File: config.mk
export PLATFORM = sky130hd
export DESIGN_NAME = linked_list_fifo_mq
export DESIGN_NICKNAME = d
export VERILOG_FILES = /design/src/rtl/llf_pkg.sv /design/src/rtl/llf_ram.sv /design/src/rtl/linked_list_fifo_mq.sv
export SDC_FILE = /design/constraint.sdc
export NUM_CORES = 2
export LEC_CHECK = 0
export BUFFER_PORTS_ARGS = -buffer_cell sky130_fd_sc_hd__buf_2
export CORE_UTILIZATION = 49
export CTS_BUF_LIST = sky130_fd_sc_hd__clkbuf_16
export CTS_CLUSTER_DIAMETER = 150
export DETAILED_ROUTE_END_ITERATION = 8
export REMOVE_ABC_BUFFERS = 1
export SYNTH_ARGS = -nofsm -noshare
export SYNTH_HDL_FRONTEND = slang
export SYNTH_SLANG_ARGS = --single-unit
File: constraint.sdc
create_clock -name clk -period 9.5 [get_ports clk]
set_input_delay 1.9 -clock clk [delete_from_list [all_inputs] [get_ports clk]]
set_output_delay 1.9 -clock clk [all_outputs]
set_load 0.01 [all_outputs]
File: src/rtl/llf_pkg.sv
// Shared definitions for the multi-queue linked-list FIFO: width helper,
// sequencer state encoding and the null-pointer value of the free list.
package llf_pkg;

    typedef enum logic {
        ST_INIT = 1'b0,
        ST_RUN  = 1'b1
    } llf_state_t;

    // Number of bits needed to represent v (at least 1).
    function automatic int log2(input int v);
        int n;
        int x;
        n = 0;
        x = v;
        while (x > 0) begin
            n = n + 1;
            x = x >> 1;
        end
        if (n == 0) n = 1;
        return n;
    endfunction

    // Free-list terminator: one past the last node, so only its top bit is set.
    function automatic int null_ptr(input int depth);
        return depth;
    endfunction

endpackage

File: src/rtl/llf_ram.sv
// Node storage: data array with registered read, link array with
// combinational read. One write address and one read address are shared
// by both arrays.
module llf_ram #(
    parameter int WIDTH = 8,
    parameter int DEPTH = 64,
    parameter int AW    = 6,
    parameter int PW    = 7
) (
    input  logic             clk,
    input  logic [AW-1:0]    wr_addr,
    input  logic             data_we,
    input  logic [WIDTH-1:0] wr_data,
    input  logic             link_we,
    input  logic [PW-1:0]    link_wr_data,
    input  logic [AW-1:0]    rd_addr,
    input  logic             rd_en,
    output logic [WIDTH-1:0] rd_data,
    output logic [PW-1:0]    link_rd_data
);

    logic [WIDTH-1:0] data_mem [DEPTH];
    logic [PW-1:0]    link_mem [DEPTH];

    // Writes to both arrays and the registered data read.
    always_ff @(posedge clk) begin
        if (data_we) data_mem[wr_addr] <= wr_data;
        if (link_we) link_mem[wr_addr] <= link_wr_data;
        if (rd_en)   rd_data <= data_mem[rd_addr];
    end

    assign link_rd_data = link_mem[rd_addr];

endmodule

File: src/rtl/linked_list_fifo_mq.sv
// Multi-queue FIFO: FIFOS logical queues share one DEPTH-entry RAM through
// per-queue linked lists and a common free list. Each queue owns a sentinel
// node, so a queue is empty when its begin and end pointers match.
// Optional feature macro: LLF_COUNTERS_EN adds per-queue occupancy counts.
module linked_list_fifo_mq
    import llf_pkg::*;
#(
    parameter int WIDTH      = 8,
    parameter int DEPTH      = 64,
    parameter int FIFOS      = 8,
    parameter int LOG2_DEPTH = log2(DEPTH - 1),
    parameter int LOG2_FIFOS = log2(FIFOS - 1),
    parameter int AF_THRESH  = 2
) (
    input  logic                  clk,
    input  logic                  rst,
    input  logic                  push,
    input  logic [LOG2_FIFOS-1:0] push_fifo,
    input  logic [WIDTH-1:0]      d,
    output logic                  push_ready,
    input  logic                  pop,
    input  logic [LOG2_FIFOS-1:0] pop_fifo,
    output logic                  pop_ready,
    output logic [WIDTH-1:0]      q,
    output logic                  q_valid,
    output logic [FIFOS-1:0]      empty_vec,
    output logic                  full,
    output logic                  almost_full,
    output logic [LOG2_DEPTH:0]   free_count,
    output logic                  init_busy,
    output logic                  overflow,
    output logic                  underflow
`ifdef LLF_COUNTERS_EN
    ,
    output logic [FIFOS*(LOG2_DEPTH+1)-1:0] count
`endif
);

    localparam int AW = LOG2_DEPTH;
    localparam int PW = LOG2_DEPTH + 1;
    localparam logic [PW-1:0] NULL_PTR       = PW'(null_ptr(DEPTH));
    localparam logic [AW-1:0] LAST_IDX       = AW'(DEPTH - 1);
    localparam logic [PW-1:0] FREE_HEAD_INIT = PW'(FIFOS);
    localparam logic [PW-1:0] FREE_CNT_INIT  = PW'(DEPTH - FIFOS);

    // Handshake contract: a request is taken on a rising clk edge when both
    // its request and ready are high; ready never depends on the same port's
    // request, and push_ready depends on pop only to allow push-while-full.

    llf_state_t    state_q, state_d;
    logic [AW-1:0] init_idx_q, init_idx_d;
    logic [AW-1:0] beg_q [FIFOS];
    logic [AW-1:0] end_q [FIFOS];
    logic [PW-1:0] free_head_q;
    logic [PW-1:0] free_count_q;

    logic          run, init_last, push_acc, pop_acc;
    logic [AW-1:0] pop_node, push_tail;
    logic [AW-1:0] wr_addr, rd_addr;
    logic          data_we, link_we;
    logic [PW-1:0] link_wr_data, link_rd_data;

    assign run       = (state_q == ST_RUN);
    assign init_last = (state_q == ST_INIT) && (init_idx_q == LAST_IDX);
    assign pop_node  = beg_q[pop_fifo];
    assign push_tail = end_q[push_fifo];

    for (genvar f = 0; f < FIFOS; f++) begin : g_empty
        assign empty_vec[f] = (beg_q[f] == end_q[f]);
    end

    assign init_busy   = !run;
    assign full        = free_head_q[AW];
    assign almost_full = free_count_q < PW'(AF_THRESH);
    assign free_count  = free_count_q;
    assign pop_ready   = run & !empty_vec[pop_fifo];
    assign pop_acc     = pop & pop_ready;
    assign push_ready  = run & (!full | pop_acc);
    assign push_acc    = push & push_ready;

    // A pop reads its head node; a lone push reads the free-list successor.
    assign rd_addr = pop_acc ? pop_node : free_head_q[AW-1:0];

    // Sequencer state register; reset restarts the link rebuild.
    always_ff @(posedge clk) begin
        if (rst) begin
            state_q    <= ST_INIT;
            init_idx_q <= '0;
        end else begin
            state_q    <= state_d;
            init_idx_q <= init_idx_d;
        end
    end

    // Sequencer next state: walk every node once, then run.
    always_comb begin
        state_d    = state_q;
        init_idx_d = init_idx_q;
        if (state_q == ST_INIT) begin
            init_idx_d = init_idx_q + AW'(1);
            if (init_idx_q == LAST_IDX) state_d = ST_RUN;
        end
    end

    // RAM write steering: init chain, push append, or freed-node return.
    always_comb begin
        wr_addr      = '0;
        data_we      = 1'b0;
        link_we      = 1'b0;
        link_wr_data = '0;
        if (state_q == ST_INIT) begin
            wr_addr      = init_idx_q;
            link_we      = 1'b1;
            link_wr_data = init_last ? NULL_PTR : ({1'b0, init_idx_q} + PW'(1));
        end else if (push_acc) begin
            // With a simultaneous pop the popped node becomes the new sentinel.
            wr_addr      = push_tail;
            data_we      = 1'b1;
            link_we      = 1'b1;
            link_wr_data = pop_acc ? {1'b0, pop_node} : free_head_q;
        end else if (pop_acc) begin
            wr_addr      = pop_node;
            link_we      = 1'b1;
            link_wr_data = free_head_q;
        end
    end

    // Queue pointers and free list.
    always_ff @(posedge clk) begin
        if (init_last) begin
            for (int f = 0; f < FIFOS; f++) begin
                beg_q[f] <= AW'(f);
                end_q[f] <= AW'(f);
            end
            free_head_q  <= FREE_HEAD_INIT;
            free_count_q <= FREE_CNT_INIT;
        end else begin
            if (push_acc) end_q[push_fifo] <= pop_acc ? pop_node : free_head_q[AW-1:0];
            if (pop_acc)  beg_q[pop_fifo]  <= link_rd_data[AW-1:0];
            if (push_acc && !pop_acc) begin
                free_head_q  <= link_rd_data;
                free_count_q <= free_count_q - PW'(1);
            end else if (pop_acc && !push_acc) begin
                free_head_q  <= {1'b0, pop_node};
                free_count_q <= free_count_q + PW'(1);
            end
        end
    end

    // Read-valid tag and sticky error flags.
    always_ff @(posedge clk) begin
        if (rst) begin
            q_valid   <= 1'b0;
            overflow  <= 1'b0;
            underflow <= 1'b0;
        end else begin
            q_valid <= pop_acc;
            if (push && !push_ready && !init_busy) overflow  <= 1'b1;
            if (pop  && !pop_ready  && !init_busy) underflow <= 1'b1;
        end
    end

    llf_ram #(
        .WIDTH (WIDTH),
        .DEPTH (DEPTH),
        .AW    (AW),
        .PW    (PW)
    ) u_ram (
        .clk          (clk),
        .wr_addr      (wr_addr),
        .data_we      (data_we),
        .wr_data      (d),
        .link_we      (link_we),
        .link_wr_data (link_wr_data),
        .rd_addr      (rd_addr),
        .rd_en        (pop_acc),
        .rd_data      (q),
        .link_rd_data (link_rd_data)
    );

`ifdef LLF_COUNTERS_EN
    logic [PW-1:0] cnt_q [FIFOS];

    // Per-queue occupancy; a same-queue push+pop leaves it unchanged.
    always_ff @(posedge clk) begin
        if (init_last) begin
            for (int f = 0; f < FIFOS; f++) cnt_q[f] <= '0;
        end else if (!(push_acc && pop_acc && (push_fifo == pop_fifo))) begin
            if (push_acc) cnt_q[push_fifo] <= cnt_q[push_fifo] + PW'(1);
            if (pop_acc)  cnt_q[pop_fifo]  <= cnt_q[pop_fifo] - PW'(1);
        end
    end

    for (genvar f = 0; f < FIFOS; f++) begin : g_count
        assign count[f*PW +: PW] = cnt_q[f];
    end
`endif

endmodule

==> impl_metrics.json <==
{
  "status": "complete, no violations",
  "overflow": 0,
  "layout.area.seq_sq_um": 32400,
  "syn_to_final_growth_pct": 10.9,
  "drt-pass1-iter-count": 7,
  "synth_ff_type": "edfxtp_1",
  "final_cell_mix": "edfxtp_1 (1,064), nand2_1 (457), nor2_1 (269), a211oi_1 (201), nand3_1 (181)",
  "hold_viol_final": 0,
  "grt_usage_pct": 27.2,
  "holdBufCountCts": 0,
  "fin_tns_setup_ns": 0,
  "antenna_found_initial": 1,
  "die_w_um": 307,
  "routed_wl_um": 128000,
  "p_leak_uw": 0.0165,
  "hp-class": "reg -> reg",
  "fp.dieArea_sq_um": 94200,
  "worstSetupStartpointType": "input pin",
  "drtIter0Drc": 3729,
  "power_density_nw_per_um2": 224,
  "async_flop_share_pct": 0,
  "final_common_cell": "edfxtp_1",
  "ys_types": 78,
  "pwr-share-seq_pct": 47.0,
  "place_congestion": 0.951,
  "skew_ns": 0.0299,
  "clkSinkCount": 1088,
  "core.rowCount": 111,
  "grt_pass1_vias": 28000,
  "wl_per_cell_um": 27.6,
  "core_region_area_sq_um": 91800,
  "multi_input_area_sq_um": 12100,
  "post_cts_buffers": 0,
  "drive_gt1_share_pct": 9.25,
  "num_io_pins": 49,
  "hpwl_um": 79300,
  "internal-power_uw": 8330,
  "clock_latency_ns": 0.70,
  "worstSetupPathType": "in -> reg",
  "start_util_pct": 49.6,
  "post-route-util_pct": 55.0,
  "ctsResizeCount": 0,
  "fill_cells": 7411,
  "htree_num_levels": 3,
  "grt_max_degree": 146,
  "die_h_um": 307,
  "max_freq_mhz": 140,
  "drc": 0,
  "cp_data_required_time_ns": 10.03,
  "syn_area_per_cell_sq_um": 13.7,
  "clkPwrFrac_pct": 39.2,
  "worst-slew-pin-transition_ns": 1.36,
  "cts_tree": "done",
  "cts_made_buffers": 111,
  "vias": 29300,
  "cts_buffer_depth": 3,
  "vdd_drop_max_mv": 0.168,
  "cp.arrival_ns": 7.67,
  "relSlewSlack_pct": 9.20,
  "rsz0062_at_grt": "false",
  "clk_pin_slew_ns": 0.06,
  "postRouteAntennaNets": 0,
  "ys_seq_area_share_pct": 71.2,
  "cp-end-kind": "flop",
  "critPathMaxFanout": 94,
  "synth_area_sq_um": 45500,
  "swShare_pct": 26.3,
  "grt_pass1_wl_um": 189000,
  "layout_min_cycle_time_ns": 7.14,
  "power.switching_uw": 2970,
  "drv_cap": 0,
  "io_buffers": 48,
  "final_net_count": 3337,
  "synth_edf_count": 1064,
  "finalCritPeriodShare_pct": 75.1,
  "final_max_slew_viol_count": 0,
  "setup_viol": 0,
  "ys_ff_latch": 1088,
  "ys_warn_count": 0,
  "clockRootBuffer": "clkbuf_16",
  "postSynthCellCount": 3333,
  "p_comb_share_pct": 13.8,
  "drt-vias-per-instance": 6.31
}
==> cells in the mapped netlist, types with 8 or more instances <==
| cell | count | area [sq um] |
|---|---|---|
| a211oi_1 | 201 | 1510 |
| a222oi_1 | 15 | 150 |
| buf_1 | 12 | 45.0 |
| a31oi_1 | 100 | 626 |
| buf_2 | 87 | 435 |
| mux2i_1 | 162 | 1620 |
| buf_6 | 8 | 90.1 |
| nor2_1 | 272 | 1020 |
| o22ai_1 | 38 | 238 |
| dfxtp_1 | 24 | 480 |
| a21oi_1 | 76 | 380 |
| nand3_1 | 182 | 911 |
| mux2_2 | 10 | 113 |
| nor4_1 | 10 | 62.6 |
| nor3_1 | 14 | 70.1 |
| nand2b_1 | 8 | 50.1 |
| buf_4 | 11 | 82.6 |
| nand4_1 | 19 | 119 |
| clkbuf_1 | 117 | 439 |
| mux4_2 | 8 | 180 |
| or3_1 | 13 | 81.3 |
| a21boi_0 | 12 | 90.1 |
| a22oi_1 | 35 | 263 |
| and2_1 | 9 | 56.3 |
| a211oi_2 | 8 | 100 |
| o211ai_1 | 14 | 105 |
| nand2_1 | 461 | 1730 |
| xor2_1 | 19 | 166 |
| a32oi_1 | 10 | 87.6 |
| edfxtp_1 | 1064 | 32000 |
| xnor2_1 | 43 | 377 |
| o21ai_0 | 30 | 150 |
| nor2b_1 | 9 | 56.3 |
| o221ai_1 | 23 | 201 |
| and3_1 | 113 | 707 |
==> final cells by class <==
type / instances / share of cell area (%)
repair buffers: 103 / 1.37
multi-input cells: 2003 / 24.0
diodes: 2 / 0.00991
flip-flops and latches: 1088 / 64.2
inverters: 7 / 0.0520
well taps: 1243 / 3.08
clock buffers: 113 / 5.60
clock inverters: 92 / 1.72
==> registers in the layout (all words and copies together) (netlist names) <==
register        cells
run                 1
free_count          7
free_head_q         7
underflow           1
beg_q              48
u_ram.data_mem    512
q_valid             1
u_ram.rd_data       8
overflow            1
end_q              48
u_ram.link_mem    448
init_idx_q          6
==> power groups by stage <==
stage	Clock (uW)	Combinational [uW]	Sequential [uW]
floorplan	0	976	5410
global placement	0	1530	5410
detailed placement	0	1540	5410
CTS	4480	1540	5310
global route	4650	1650	5310
finish	4430	1550	5310
==> logic make-up (layout without fill, tap and decap cells) <==
| kind of cell | count (synthesis) | count (layout) | synth area share (%) |
|---|---|---|---|
| compound gates | 619 | 619 | 9.66 |
| xor+xnor | 62 | 62 | 1.19 |
| fa+ha+maj | 5 | 5 | 0.137 |
| buf+inv | 242 | 315 | 2.46 |
| flops | 1088 | 1088 | 71.2 |
| mux | 181 | 181 | 4.23 |
| other cells | 0 | 2 | 0 |
| simple gates | 1136 | 1136 | 11.1 |
==> metal layers <==
metal | global-route usage, % | share of wire [%]
met1 | 38.0 | 41
met2 | 42.8 | 47
met3 | 4.36 | 8.1
met4 | 10.4 | 3.7
met5 | 0 | 0
==> worst max-delay path, stage by stage <==
cell and delay (ns):
buf_2 0.56, and3b_1 0.25, a22o_1 0.28, a221o_1 0.54
or4_1 0.97, nand2_8 0.57, buf_4 0.89, a221oi_1 0.30
o211ai_1 0.25, nand3_1 0.20, a211oi_2 0.45, nand2_2 0.28
nor2_1 0.18
==> through the flow <==
step / worst slack [ns] / instances / power (uW) / hold slack (ns) / area (sq um)
2_1_floorplan: -7.40 / 3098 / 6390 / 0.494 / 44500
3_3_place_gp: 1.73 / 4444 / 6940 / 0.448 / 46800
3_5_place_dp: 1.63 / 4444 / 6950 / 0.498 / 46800
4_1_cts: 2.36 / 4649 / 11300 / 0.508 / 50500
5_1_grt: 2.12 / 4649 / 11600 / 0.535 / 50500
6_report: 2.36 / 4651 / 11300 / 0.509 / 50500
==> final timing paths <==
| path | from | to | slack [ns] | cells after the start |
|---|---|---|---|---|
| worst min-delay path | underflow | underflow | 0.51 | 2 |
| worst max register to register | beg_q[2][5] | beg_q[6][3] | 3.56 | 13 |
| worst max-delay path | pop_fifo[2] | beg_q[6][3] | 2.36 | 13 |
| worst min register to register | underflow | underflow | 0.51 | 2 |
(Power assumes the default switching activity.)
